===== src/rtl/sum_offset_unit.sv =====
// Per-channel (A+B) minus a shared running offset, with a 1-deep valid/ready output register.
// Define SUM_OFFSET_UNIT_SAT_EN to compile saturating mode (MODE=1); otherwise MODE is ignored and results wrap.
module sum_offset_unit #(
   parameter int NBITS = 8,
   parameter int NCH   = 4,
   parameter int STEP  = 1
) (
   input  logic                 CLK,
   input  logic                 RST_N,
   input  logic [NCH*NBITS-1:0] A,
   input  logic [NCH*NBITS-1:0] B,
   input  logic                 IN_VALID,
   output logic                 IN_READY,
   input  logic                 MODE,
   output logic [NCH*NBITS-1:0] XOUT,
   output logic                 OUT_VALID,
   input  logic                 OUT_READY,
   output logic [NBITS-1:0]     OFFSET
);

`ifdef SUM_OFFSET_UNIT_SAT_EN
   localparam bit SAT_EN = 1'b1;
`else
   localparam bit SAT_EN = 1'b0;
`endif

   localparam logic [NBITS-1:0] STEP_W = NBITS'(STEP);

   logic [NBITS-1:0]     cnt_q, cnt_d, cnt_n;
   logic [NCH*NBITS-1:0] xout_q, xout_d, res;
   logic                 vld_q, vld_d;
   logic                 accept;

   assign IN_READY  = !vld_q || OUT_READY;
   assign accept    = IN_VALID && IN_READY;
   assign cnt_n     = cnt_q + STEP_W;
   assign XOUT      = xout_q;
   assign OUT_VALID = vld_q;
   assign OFFSET    = cnt_q;

   // Difference carries one extra bit for sign and one for the sum carry.
   always_comb begin
      logic [NBITS:0]          sum;
      logic signed [NBITS+1:0] diff;
      sum  = '0;
      diff = '0;
      res  = '0;
      for (int unsigned c = 0; c < NCH; c++) begin
         sum  = {1'b0, A[c*NBITS +: NBITS]} + {1'b0, B[c*NBITS +: NBITS]};
         diff = $signed({1'b0, sum}) - $signed({2'b00, cnt_n});
         if (SAT_EN && MODE) begin
            if (diff < 0)
               res[c*NBITS +: NBITS] = '0;
            else if (diff > $signed({2'b00, {NBITS{1'b1}}}))
               res[c*NBITS +: NBITS] = '1;
            else
               res[c*NBITS +: NBITS] = diff[NBITS-1:0];
         end else begin
            res[c*NBITS +: NBITS] = diff[NBITS-1:0];
         end
      end
   end

   always_comb begin
      cnt_d  = cnt_q;
      xout_d = xout_q;
      vld_d  = vld_q;
      if (accept) begin
         cnt_d  = cnt_n;
         xout_d = res;
         vld_d  = 1'b1;
      end else if (OUT_READY) begin
         vld_d  = 1'b0;
      end
   end

   always_ff @(posedge CLK or negedge RST_N) begin
      if (!RST_N) begin
         cnt_q  <= '0;
         xout_q <= '0;
         vld_q  <= 1'b0;
      end else begin
         cnt_q  <= cnt_d;
         xout_q <= xout_d;
         vld_q  <= vld_d;
      end
   end

endmodule


===== config.mk =====
export PLATFORM = sky130hd
export DESIGN_NAME = sum_offset_unit
export DESIGN_NICKNAME = d
export VERILOG_FILES = /design/src/rtl/sum_offset_unit.sv
export SDC_FILE = /design/constraint.sdc
export NUM_CORES = 1
export LEC_CHECK = 0
export ABC_CLOCK_PERIOD_IN_PS = 3250
export BUFFER_PORTS_ARGS = -buffer_cell sky130_fd_sc_hd__buf_2
export CORE_MARGIN = 8
export CORE_UTILIZATION = 45
export DETAILED_ROUTE_END_ITERATION = 16
export GPL_ROUTABILITY_DRIVEN = 1
export GPL_TIMING_DRIVEN = 0
export HOLD_SLACK_MARGIN = 0.12
export PLACE_DENSITY = 0.76
export SLEW_MARGIN = 40
export SYNTH_ARGS = -nofsm -noshare
export SYNTH_HDL_FRONTEND = slang
export SYNTH_SLANG_ARGS = --single-unit

===== constraint.sdc =====
create_clock -name CLK -period 3.25 [get_ports CLK]
set_clock_uncertainty 0.2 [all_clocks]
set_input_delay 0.4875 -clock CLK [delete_from_list [all_inputs] [get_ports CLK]]
set_output_delay 0.4875 -clock CLK [all_outputs]
set_load 0.02 [all_outputs]

==> results.json, run 1 <==
{
  "status": "finished clean",
  "port_buffers": 109,
  "syn-instance-count": 348,
  "synth-seq-cells": 41,
  "layout_commonest_cell": "buf_2",
  "use_met1_pct": 20.6,
  "antenna_found_initial": 1,
  "initial_core_util_pct": 46.8,
  "grt_pass1_vias": 3095,
  "yosysWarnings": 0,
  "final_cell_mix": "buf_2 (109), dfrtp_1 (39), ha_1 (39)",
  "grt_max_degree": 42,
  "cap_viol_max_count": 0,
  "fin_crit_ns": 3.14,
  "syn-cell-area_um2": 3410,
  "clockBufferDepth": 2,
  "peakVddDrop_mv": 0.820,
  "core_area_um2": 7290,
  "r2r-start": "OFFSET[0]$_DFFE_PN0P_",
  "crit_type": "reg -> reg",
  "post_route_cells_drive_above_1_share_pct": 30.6,
  "yosysTopAreaCellShare_pct": 30.1,
  "required_ns": 3.24,
  "cp.arrival_ns": 3.14,
  "synthTopCellsByArea": "dfrtp_1 (30%), ha_1 (15%), fa_1 (12%)",
  "antenna_cells": 0,
  "min_period_over_period_pct": 96.7,
  "cts_tree": "yes",
  "numCtsBuffers": 5,
  "rows": 31,
  "area_growth_pct": 28.9,
  "pwr-share-clk_pct": 8.0,
  "max_slew_margin_pct": 60.9,
  "hold_path.class": "in -> reg",
  "wl_mm": 9.28,
  "seq_power_share_pct": 17.6,
  "cp-end-kind": "flip-flop",
  "design_area_um2": 4400,
  "leakagePower_uw": 0.00223,
  "hold_start": "IN_VALID",
  "ys_types": 31,
  "io_pins": 111,
  "top_usage_layer": "met2",
  "drt_first_pass_iters": 4,
  "place_area_um2": 4090,
  "num-nets-final": 600,
  "met3_usage_pct": 4.79,
  "htree_levels": 2,
  "yosysTopAreaCell": "dfrtp_1",
  "worstPathMaxFanout": 5,
  "gp_congestion": 0.845,
  "synth_area_per_cell_um2": 9.80,
  "finalMaxSlewViolations": 0,
  "die_w_um": 103,
  "drt_iter0_markers": 116,
  "final-setup-viol-count": 0,
  "startpoint_type": "flip-flop",
  "drc": 0,
  "die_area_um2": 10600,
  "cts.sinks": 41,
  "startpoint": "OFFSET[0]$_DFFE_PN0P_",
  "power_frac_comb_pct": 74.3,
  "net-switching-power_uw": 2650,
  "hpwl_mm": 7.37,
  "syn_nets": 478,
  "cts_root_buffer": "clkbuf_8",
  "hold_violations": 0,
  "final_core_util_pct": 60.3,
  "grt_util_all_layers_pct": 17.6,
  "vias": 2931,
  "overflow": 0,
  "die_h_um": 103,
  "met2_usage_pct": 30.8,
  "avgRoutedWirePerCell_um": 16.3,
  "antenna_left": 0,
  "power_density_nw_per_um2": 1250,
  "synth.yosys.seq_area_share_pct": 30.1,
  "cts.clk_slew.worst_paths_ns": 0.09,
  "max_clock_freq_mhz": 318,
  "switching_share_pct": 48.4,
  "insertion_delay_ns": 0.29,
  "viasPerCell": 5.14,
  "p_int_uw": 2830,
  "grt_pass1_wl_mm": 14.3,
  "worst_pin_slew_ns": 0.586
}
==> timing repair <==
| item | in CTS | in global routing |
|---|---|---|
| endpoints found under the hold margin | 41 | 0 |
| buffers inserted | 3 | 3 |
| pin swaps | 3 | 8 |
| setup endpoints to repair | 14 | 8 |
| gates resized for setup | 14 | 13 |
| hold buffers | 1 | 0 |
==> power by group through the flow <==
stage | registers, uW | clock network, uW | logic, uW
6_report | 965 | 441 | 4070
3_5_place_dp | 930 | 0 | 3760
3_3_place_gp | 916 | 0 | 3590
2_1_floorplan | 1220 | 0 | 2480
5_1_grt | 997 | 468 | 4530
4_1_cts | 940 | 453 | 3900
==> stage by stage <==
stage / worst slack [ns] / total power [uW] / setup TNS, ns / instances / hold slack (ns)
final: 0.108 / 5480 / 0 / 570 / 0.228
after global routing: -0.00583 / 6000 / -0.00583 / 570 / 0.242
after CTS: 0.0134 / 5300 / 0 / 568 / 0.221
after detailed placement: -0.386 / 4690 / -2.40 / 556 / 0.265
after global placement: -0.358 / 4510 / -2.12 / 556 / 0.256
after floorplan: 0.0503 / 3700 / 0 / 348 / -0.00809
==> critical path, stage by stage, from the launching register on <==
cell,delay [ns]
dfrtp_2,0.46
ha_4,0.20
xnor2_4,0.26
fa_1,0.48
ha_1,0.36
nor2b_1,0.15
o21ai_0,0.23
a21boi_0,0.17
o21ai_0,0.25
mux2i_1,0.22
nand2_1,0.06
==> worst paths after layout <==
path / cells past startpoint / to / slack (ns)
max: 10 / XOUT[22]$_DFFE_PN0P_ / 0.11
min: 2 / OUT_VALID$_DFFE_PN0P_ / 0.23
max reg2reg: 10 / XOUT[22]$_DFFE_PN0P_ / 0.11
min reg2reg: 2 / XOUT[4]$_DFFE_PN0P_ / 0.27
max in group asynchronous: 2 / OFFSET[0]$_DFFE_PN0P_ / 1.88
min in group asynchronous: 2 / XOUT[21]$_DFFE_PN0P_ / 0.55
==> metal layers <==
metal	part of all wire, %	vias up
met4	1.1	2
li1	-	1427
met5	0.086	-
met2	49	81
met3	8.2	10
met1	42	1411
==> cells in the mapped netlist <==
library cell	count
mux2i_1	4
and3_2	1
ha_1	41
clkbuf_1	7
and2_1	1
a211oi_1	2
nor3b_1	6
xnor2_1	26
nand4_1	1
or3_1	2
xor2_2	1
nor2_1	8
buf_2	1
o31ai_1	4
xor2_1	22
fa_1	20
a21boi_0	1
nand2_1	34
o21ai_0	36
nand2b_1	2
a31oi_1	4
nand4_2	1
dfrtp_1	41
nand3_1	9
inv_1	32
nor2b_1	4
and3_1	3
a21oi_1	14
mux2_2	4
o311ai_0	2
a21o_1	14
==> cell type report <==
class | count | area, um2
plain buffers | 7 | 27.5
clock buffers | 7 | 86.3
clock inverters | 1 | 30.0
fillers | 663 | 2890
inverters | 32 | 123
multi-input cells | 267 | 2360
flip-flops and latches | 41 | 1030
well taps | 99 | 124
repair buffers | 116 | 616
==> logic make-up after synthesis <==
family | after synthesis | share of synthesized area [%]
buffers and inverters | 40 | 4.44
muxes | 8 | 2.49
DFF | 41 | 30.1
and+or+nand+nor | 72 | 10.2
adders and majority gates | 61 | 26.8
AOI/OAI and AO/OA | 77 | 13.2
xor gates and xnor gates | 49 | 12.8
==> state kept, by name, summed over array words and instances (netlist names) <==
name and flops:
OFFSET 8, XOUT 32, OUT_VALID 1
Note: power is estimated with default switching activity, not from simulation.
==> run 2, diff against run 1 <==
--- a/config.mk
+++ b/config.mk
@@ -5,7 +5,7 @@
 export SDC_FILE = /design/constraint.sdc
 export NUM_CORES = 1
 export LEC_CHECK = 0
-export ABC_CLOCK_PERIOD_IN_PS = 3250
+export ABC_CLOCK_PERIOD_IN_PS = 3600
 export BUFFER_PORTS_ARGS = -buffer_cell sky130_fd_sc_hd__buf_2
 export CORE_MARGIN = 8
 export CORE_UTILIZATION = 45
@@ -13,7 +13,7 @@
 export GPL_ROUTABILITY_DRIVEN = 1
 export GPL_TIMING_DRIVEN = 0
 export HOLD_SLACK_MARGIN = 0.12
-export PLACE_DENSITY = 0.76
+export PLACE_DENSITY = 0.73
 export SLEW_MARGIN = 40
 export SYNTH_ARGS = -nofsm -noshare
 export SYNTH_HDL_FRONTEND = slang
==> constraint.sdc (replaced) <==
create_clock -name CLK -period 3.6 [get_ports CLK]
set_clock_uncertainty 0.2 [all_clocks]
set_input_delay 0.54 -clock CLK [delete_from_list [all_inputs] [get_ports CLK]]
set_output_delay 0.54 -clock CLK [all_outputs]
set_load 0.02 [all_outputs]
==> run 2 against run 1 <==
Effect of this change: fmax decreased by 6.6%; largest cell class unchanged; count of clock-buffer cells in the layout down 1; utilization is 2.6 points lower; sequential power decreased by 13%; largest power group unchanged; power shrank 18%; critical endpoint is now XOUT[15]$_DFFE_PN0P_; global-route usage shrank 0.56 points; design area is 4.4% lower; setup slack gained 0.13 ns; final cell count is 0.88% lower.
==> results.json, run 2 (same netlist as run 1, synthesis figures left out) <==
{
  "final_core_util_pct": 57.7,
  "crit_top_cell": "o21ai_0",
  "drt_iter0_markers": 59,
  "cts.clk_slew.worst_paths_ns": 0.09,
  "cts.sinks": 41,
  "hold_path_end": "XOUT[17]$_DFFE_PN0P_",
  "min_period_over_period_pct": 93.5,
  "power_density_nw_per_um2": 1070,
  "post_route_cells_drive_above_1_share_pct": 27.5,
  "numCtsBuffers": 5,
  "drt_first_pass_iters": 4,
  "antenna_found_initial": 0,
  "clockBufferDepth": 2,
  "required_ns": 3.56,
  "antenna_cells": 0,
  "cts_root_buffer": "clkbuf_8",
  "grt_pass1_vias": 3019,
  "insertion_delay_ns": 0.29,
  "port_buffers": 109,
  "initial_core_util_pct": 46.8,
  "layout_commonest_cell": "buf_2",
  "overflow": 0,
  "area_growth_pct": 23.3,
  "drc": 0,
  "gp_congestion": 0.826,
  "hpwl_mm": 7.28,
  "r2r_end": "XOUT[15]$_DFFE_PN0P_",
  "worstRegToRegCells": 10,
  "slowest_stage": "fa_1",
  "startpoint_type": "flip-flop",
  "finalMaxSlewViolations": 0,
  "status": "finished clean",
  "worstPathMaxFanout": 5,
  "die_w_um": 103,
  "crit_path_max_incr_delay_ns": 0.50,
  "grt_max_degree": 42,
  "htree_levels": 2,
  "die_h_um": 103,
  "cts_tree": "yes",
  "worst_pin_slew_ns": 0.630,
  "max_slew_margin_pct": 57.7,
  "design_area_um2": 4210,
  "antenna_left": 0,
  "cp-end-kind": "flip-flop",
  "fin_cells": 565,
  "rsz0062_at_grt": "no",
  "cp.arrival_ns": 3.32,
  "max_clock_freq_mhz": 297,
  "die_area_um2": 10600,
  "hold_violations": 0,
  "grt_pass1_wl_mm": 14.1,
  "dp_cells": 556,
  "r2r_setup_slack_ns": 0.24,
  "crit_type": "reg -> reg",
  "hold_path.class": "reg -> reg",
  "final-setup-viol-count": 0,
  "avgRoutedWirePerCell_um": 15.7,
  "peakVddDrop_mv": 0.746,
  "path_cells": "ha_1 > xnor2_2 > fa_1 > ha_1 > o21ai_0 > o21ai_0 > or3_1 > a31oi_1 > xnor2_1 > o21ai_0",
  "wl_mm": 8.85,
  "fin_crit_ns": 3.36,
  "num-nets-final": 595,
  "core_area_um2": 7290,
  "final_cell_mix": "buf_2 (109), dfrtp_1 (41), ha_1 (41)",
  "viasPerCell": 5.10,
  "leakagePower_uw": 0.00218,
  "cap_viol_max_count": 0,
  "largest_reg_flops": 32,
  "num-fill-cells": 677,
  "io_pins": 111,
  "grt_util_all_layers_pct": 17.0,
  "cts_setup_buffers": 0,
  "rows": 31,
  "place_area_um2": 4080,
  "vias": 2880,
  "hold_start": "XOUT[17]$_DFFE_PN0P_",
  "startpoint": "OFFSET[0]$_DFFE_PN0P_",
  "r2r-start": "OFFSET[0]$_DFFE_PN0P_",
  "hold-path-cell-count": 2
}
-- run 2: worst max-delay path by stage --
| stage | to | slack, ns |
|---|---|---|
| after detailed placement | XOUT[15]$_DFFE_PN0P_ | -0.004 |
| after global placement | XOUT[15]$_DFFE_PN0P_ | 0.007 |
| after CTS | XOUT[31]$_DFFE_PN0P_ | 0.10 |
| after floorplan | XOUT[15]$_DFFE_PN0P_ | 0.40 |
| final | XOUT[15]$_DFFE_PN0P_ | 0.24 |
| after global routing | XOUT[15]$_DFFE_PN0P_ | 0.0007 |
-- run 2: stage by stage --
step	power, uW	setup TNS (ns)	setup WS [ns]	hold WS (ns)
floorplan	3340	0	0.400	0.0444
global placement	4070	0	0.00652	0.256
detailed placement	4190	-0.00399	-0.00399	0.265
CTS	4530	0	0.102	0.281
global route	4990	0	0.000661	0.303
finish	4510	0	0.235	0.278
-- run 2: final cells by class --
type | instances | area (um2) | share of cell area (%)
plain buffers | 8 | 31.3 | 0.744
clock buffers | 6 | 72.6 | 1.73
clock inverters | 2 | 10.0 | 0.238
inverters | 32 | 120 | 2.86
multi-input cells | 267 | 2260 | 53.8
flip-flops and latches | 41 | 1030 | 24.4
well taps | 99 | 124 | 2.94
repair buffers | 110 | 558 | 13.3
-- run 2: worst max-delay path: cells and delay by family, from the launching register on --
kind                     cells  cell delay (ns)
XOR/XNOR                     2             0.51
flip-flops                   1             0.44
AO/OA/AOI/OAI                4             0.60
AND/OR/NAND/NOR              1             0.33
adder cells (fa/ha/maj)      3             1.13
-- run 2: power by group --
group	internal [uW]	leakage [uW]	switching [uW]	total (uW)
sequential	688	0.000500	152	840
clock	135	0.0000450	166	300
combinational	1450	0.00163	1920	3370
-- run 2: metal layers --
metal  track usage [%]  share of wire [%]
met1              20.9                 43
met2              29.6                 48
met3              3.98                7.9
met4              3.56               0.89
met5                 0                  0
-- run 2: timing repair --
item,CTS,global route
endpoints found under the hold margin,41,0
hold buffers,1,0
endpoints found under the setup margin,1,1
resized for setup,2,1
